File: src/rtl/alu_seq_ctrl.sv
// alu_seq_ctrl: request/response sequencer in front of a single-cycle one-hot ALU.
// Plain ops go through the ALU with one registered cycle of latency. MUL is an
// iterative shift-add that borrows the ALU adder for one accumulate per cycle.
// Optional build macro: MUL_EARLY_TERM_EN -- MUL stops as soon as the remaining
// multiplier bits are all zero (results are unchanged, only latency shrinks).
module alu_seq_ctrl #(
    parameter int DATA_WIDTH = 32,
    parameter int OP_WIDTH   = 12,
    parameter int CNT_WIDTH  = 5
) (
    input  logic                  clk,
    input  logic                  rst,
    input  logic                  req_valid,
    output logic                  req_ready,
    input  logic                  req_mul,
    input  logic [OP_WIDTH-1:0]   req_alu_op,
    input  logic [DATA_WIDTH-1:0] req_a,
    input  logic [DATA_WIDTH-1:0] req_b,
    output logic                  rsp_valid,
    input  logic                  rsp_ready,
    output logic [DATA_WIDTH-1:0] rsp_result,
    output logic                  rsp_zero,
    output logic                  busy,
    output logic [DATA_WIDTH-1:0] alu_a,
    output logic [DATA_WIDTH-1:0] alu_b,
    output logic [OP_WIDTH-1:0]   alu_op,
    input  logic [DATA_WIDTH-1:0] alu_result
);

    typedef enum logic [1:0] {
        IDLE = 2'd0,
        EXEC = 2'd1,
        MUL  = 2'd2,
        DONE = 2'd3
    } state_t;

    localparam logic [OP_WIDTH-1:0]  OP_ADD   = OP_WIDTH'(1);
    localparam logic [CNT_WIDTH-1:0] CNT_LAST = CNT_WIDTH'(DATA_WIDTH - 1);

    state_t state;
    state_t state_nxt;

    // opa/opb hold the pass-through operands, and double as multiplicand /
    // multiplier during MUL (they are never needed at the same time).
    logic [DATA_WIDTH-1:0] opa;
    logic [DATA_WIDTH-1:0] opb;
    logic [OP_WIDTH-1:0]   op_q;
    logic [DATA_WIDTH-1:0] acc;
    logic [CNT_WIDTH-1:0]  cnt;

    logic accept;
    logic rsp_fire;
    logic mul_last;

    assign accept   = req_valid & req_ready;
    assign rsp_fire = rsp_valid & rsp_ready;

    // Handshake and status outputs; ready is masked by reset so nothing is taken during it.
    always_comb begin
        req_ready = (state == IDLE) & ~rst;
        busy      = (state != IDLE);
        rsp_zero  = (rsp_result == '0);
    end

`ifdef MUL_EARLY_TERM_EN
    // Stop once no multiplier bits remain, or after the final bit position.
    always_comb begin
        mul_last = (cnt == CNT_LAST) || ((opb >> 1) == '0);
    end
`else
    // Fixed-length multiply: always walk every multiplier bit.
    always_comb begin
        mul_last = (cnt == CNT_LAST);
    end
`endif

    // Next-state logic.
    always_comb begin
        state_nxt = state;
        case (state)
            IDLE: begin
                if (accept) begin
                    state_nxt = req_mul ? MUL : EXEC;
                end
            end
            EXEC: state_nxt = DONE;
            MUL: begin
                if (mul_last) begin
                    state_nxt = DONE;
                end
            end
            DONE: begin
                if (rsp_fire) begin
                    state_nxt = IDLE;
                end
            end
            default: state_nxt = IDLE;
        endcase
    end

    // ALU drive: idle is quiet, EXEC replays the latched op, MUL uses the adder on acc + mcand.
    always_comb begin
        alu_a  = '0;
        alu_b  = '0;
        alu_op = '0;
        case (state)
            EXEC: begin
                alu_a  = opa;
                alu_b  = opb;
                alu_op = op_q;
            end
            MUL: begin
                alu_a  = acc;
                alu_b  = opa;
                alu_op = OP_ADD;
            end
            default: ;
        endcase
    end

    // State register.
    always_ff @(posedge clk) begin
        if (rst) begin
            state <= IDLE;
        end else begin
            state <= state_nxt;
        end
    end

    // Datapath: operand capture, shift-add iteration and response register.
    always_ff @(posedge clk) begin
        if (rst) begin
            opa        <= '0;
            opb        <= '0;
            op_q       <= '0;
            acc        <= '0;
            cnt        <= '0;
            rsp_result <= '0;
            rsp_valid  <= 1'b0;
        end else begin
            case (state)
                IDLE: begin
                    if (accept) begin
                        opa <= req_a;
                        opb <= req_b;
                        if (req_mul) begin
                            acc <= '0;
                            cnt <= '0;
                        end else begin
                            op_q <= req_alu_op;
                        end
                    end
                end
                EXEC: begin
                    rsp_result <= alu_result;
                    rsp_valid  <= 1'b1;
                end
                MUL: begin
                    if (opb[0]) begin
                        acc <= alu_result;
                    end
                    opa <= opa << 1;
                    opb <= opb >> 1;
                    cnt <= cnt + 1'b1;
                    if (mul_last) begin
                        // Final partial product is folded in here rather than a cycle later.
                        rsp_result <= opb[0] ? alu_result : acc;
                        rsp_valid  <= 1'b1;
                    end
                end
                DONE: begin
                    if (rsp_ready) begin
                        rsp_valid <= 1'b0;
                    end
                end
                default: ;
            endcase
        end
    end

endmodule

File: config.mk
export PLATFORM = sky130hd
export DESIGN_NAME = alu_seq_ctrl
export DESIGN_NICKNAME = d
export VERILOG_FILES = /design/src/rtl/alu_seq_ctrl.sv
export SDC_FILE = /design/constraint.sdc
export NUM_CORES = 1
export LEC_CHECK = 0
export ABC_AREA = 1
export ABC_CLOCK_PERIOD_IN_PS = 2900
export CAP_MARGIN = 20
export CORE_MARGIN = 1
export CORE_UTILIZATION = 55
export DETAILED_ROUTE_END_ITERATION = 6
export DONT_BUFFER_PORTS = 1
export GPL_TIMING_DRIVEN = 1
export HOLD_SLACK_MARGIN = 0.02
export PLACE_DENSITY_LB_ADDON = 0.3
export SLEW_MARGIN = 20
export SYNTH_ARGS = -nofsm -noshare
export SYNTH_HDL_FRONTEND = slang
export SYNTH_SLANG_ARGS = --single-unit
File: constraint.sdc
create_clock -name clk -period 2.9 [get_ports clk]
set_input_delay 0.58 -clock clk [delete_from_list [all_inputs] [get_ports clk]]
set_output_delay 0.58 -clock clk [all_outputs]
set_load 0.02 [all_outputs]
==> impl_metrics.tcl <==
set metrics [dict create \
    status "completed" \
    wl_microns 22200 \
    die_area_sq_um 14600 \
    antenna_found_initial 0 \
    cpMaxStageDelayCell "buf_4" \
    switchingPower_uw 4410 \
    clkLatencyLatePin_ps 420 \
    clk_pin_slew_ps 60 \
    syn-num-nets 1377 \
    grt_pass1_wl_microns 35500 \
    grt_max_degree 86 \
    routed-wl-met3_microns 1760 \
    synthToLayoutAreaGrowth_pct 12.8 \
    synth_area_sq_um 7750 \
    drive_gt1_share_pct 8.54 \
    cp.arrival_ps 2080 \
    grtUsageTotal_pct 30.8 \
    required_ps 2320 \
    hold_slack_ps 222 \
    cts_root_buffer "clkbuf_16" \
    p_sw_share_pct 45.5 \
    tightest_slew_ps 922 \
    worst-path-buf-inv 3 \
    diodes 0 \
    finalInstanceArea_sq_um 8740 \
    rsz0062_at_grt "no" \
    setup_tns_ps 0 \
    nets 1370 \
    post_dp_cell_area_sq_um 8130 \
    post-route-drc-count 0 \
    cts_num_sinks 148 \
    avgSynthCellArea_sq_um 6.16 \
    synth-seq-cells 148 \
    cts_setup_buffers 0 \
    wl_per_cell_microns 15.4 \
    combPwrFrac_pct 39.9 \
    synth-warning-count 0 \
    vias 7860 \
    drv_slew 0 \
    cts_tree "done" \
    viasPerCell 5.44 \
    power_leakage_uw 0.00378 \
    ant_nets 0 \
    initial_utilization_pct 56.1 \
    post_cts_resized 0 \
    power.density_nw_per_um2 1110 \
    vdd.ir_drop.worst_mv 0.689 \
    place_hpwl_microns 14900 \
    layout_commonest_cell "nand2_1" \
    skew_ps 8.32 \
    grt_pass1_vias 6968 \
    htreeDepth 4 \
    fp.dieH_microns 121 \
    gr-total-overflow 0 \
    cp_max_fo 41 \
    wl_met1_microns 10200 \
    top_layer "met4" \
    crit_type "reg -> out" \
    cp_common_cell "buf_4" \
    first_pass_iters 5 \
    hold_buffers 0 \
    synth_cell_types 22 \
    p_int_uw 5280 \
    final_core_util_pct 63.2 \
    period_share_pct 91.8 \
    drtIter0Drc 701 \
    io-pin-count 225 \
    cts.path.max_buffers 2 \
    p_clk_share_pct 23.7 \
    pwr-share-seq_pct 36.4 \
    worstPathCellList "inv_1 -> ha_2 -> buf_4 -> nand2_1 -> a21oi_1 -> buf_4" \
    core-area_sq_um 13800 \
    worst_setup_path_end_kind "output pin" \
    slowest_delay_ps 380 \
    ys_seq_area_share_pct 38.2 \
    setup_violations 0 \
    cp_top_family "buffers and inverters" \
    fin_crit_ps 2660 \
    rows 43 \
    maxCapViolations 0 \
    cts_buffers 17 \
    die_w_microns 121 \
    finalHoldViolations 0 \
    syn_inst 1258 \
    met2_wirelength_microns 9860 \
    fmax_mhz 376 \
    slew_headroom_pct 38.4 \
    layout_common_cells "nand2_1, nor2_1, o21ai_0" \
    io_buffers 0 \
    hold_path.class "in -> reg" \
    cp-start-kind "flop" \
    gp_congestion 0.895 \
]
-- registers in the layout (all words and copies together) (netlist names) --
name	flops
acc	32
cnt	5
op_q	12
opa	32
opb	32
rsp_result	32
rsp_valid	1
state	2
-- Yosys cell counts --
cell | number | area, sq um
nand4_1 | 5 | 31.3
a21oi_1 | 137 | 686
nand3_1 | 6 | 30.0
o211ai_1 | 1 | 7.51
clkbuf_2 | 1 | 5.00
nand2_1 | 349 | 1310
buf_1 | 9 | 33.8
nor2_2 | 2 | 12.5
clkbuf_1 | 39 | 146
a22oi_1 | 1 | 7.51
buf_4 | 10 | 75.1
ha_1 | 6 | 75.1
inv_2 | 4 | 15.0
and2_1 | 32 | 200
o21ai_0 | 149 | 746
nand2_2 | 2 | 12.5
buf_2 | 32 | 160
inv_1 | 27 | 101
o21ai_1 | 11 | 55.1
nor3_1 | 1 | 5.00
dfxtp_1 | 148 | 2960
nor2_1 | 286 | 1070
-- layer usage --
metal	track usage (%)	vias up
met2	47.3	326
met5	0	-
met3	7.26	31
met1	42.2	3493
li1	-	4010
met4	10.6	0
-- worst register-to-register path: stages (launching register included) --
cell and delay, ps:
dfxtp_1 420, inv_1 100, ha_1 230, inv_2 210, nor2_2 120, nand2_1 200, nand2_2 120, inv_2 330
buf_12 270, nor2_1 80, nor2_1 130
-- cell type report --
cell class                      instances  area, sq um
Fill cell                            1311         5080
Multi-Input combinational cell        988         4270
Sequential cell                       148         2960
Timing Repair Buffer                   65          551
Clock buffer                           18          439
Tap cell                              180          225
Clock inverter                         14          178
Inverter                               31          120
-- cells by family after synthesis --
logic type / count (synthesis) / share of synthesized area, %
DFF: 148 / 38.2
buffers and inverters: 122 / 6.92
adders and majority gates: 6 / 0.968
and+or+nand+nor: 683 / 34.5
AOI/OAI and AO/OA: 299 / 19.4
-- power groups by stage --
stage / Combinational, uW / Clock (uW) / Sequential, uW
after floorplan: 2990 / 0 / 3340
after global placement: 3780 / 0 / 3540
after detailed placement: 3840 / 0 / 3540
after CTS: 3870 / 2310 / 3510
after global routing: 4390 / 2410 / 3620
final: 3870 / 2290 / 3530
-- per-stage QoR --
| stage | total power, uW | setup WS (ps) | cells |
|---|---|---|---|
| after floorplan | 6330 | 775 | 1258 |
| after global placement | 7320 | 755 | 1412 |
| after detailed placement | 7380 | 709 | 1412 |
| after CTS | 9690 | 271 | 1444 |
| after global routing | 10400 | 140 | 1444 |
| final | 9690 | 237 | 1444 |
-- worst paths after layout --
kind	start	to	slack [ps]	cells after the start
max reg2reg	state[1]$_SDFFE_PP0P_	opa[27]$_SDFFE_PP0P_	640	10
min	rst	opa[0]$_SDFFE_PP0P_	220	1
max	state[1]$_SDFFE_PP0P_	alu_a[20]	240	6
min reg2reg	op_q[6]$_SDFFE_PP0P_	op_q[6]$_SDFFE_PP0P_	480	2
Note: power is estimated with default switching activity, not from simulation.
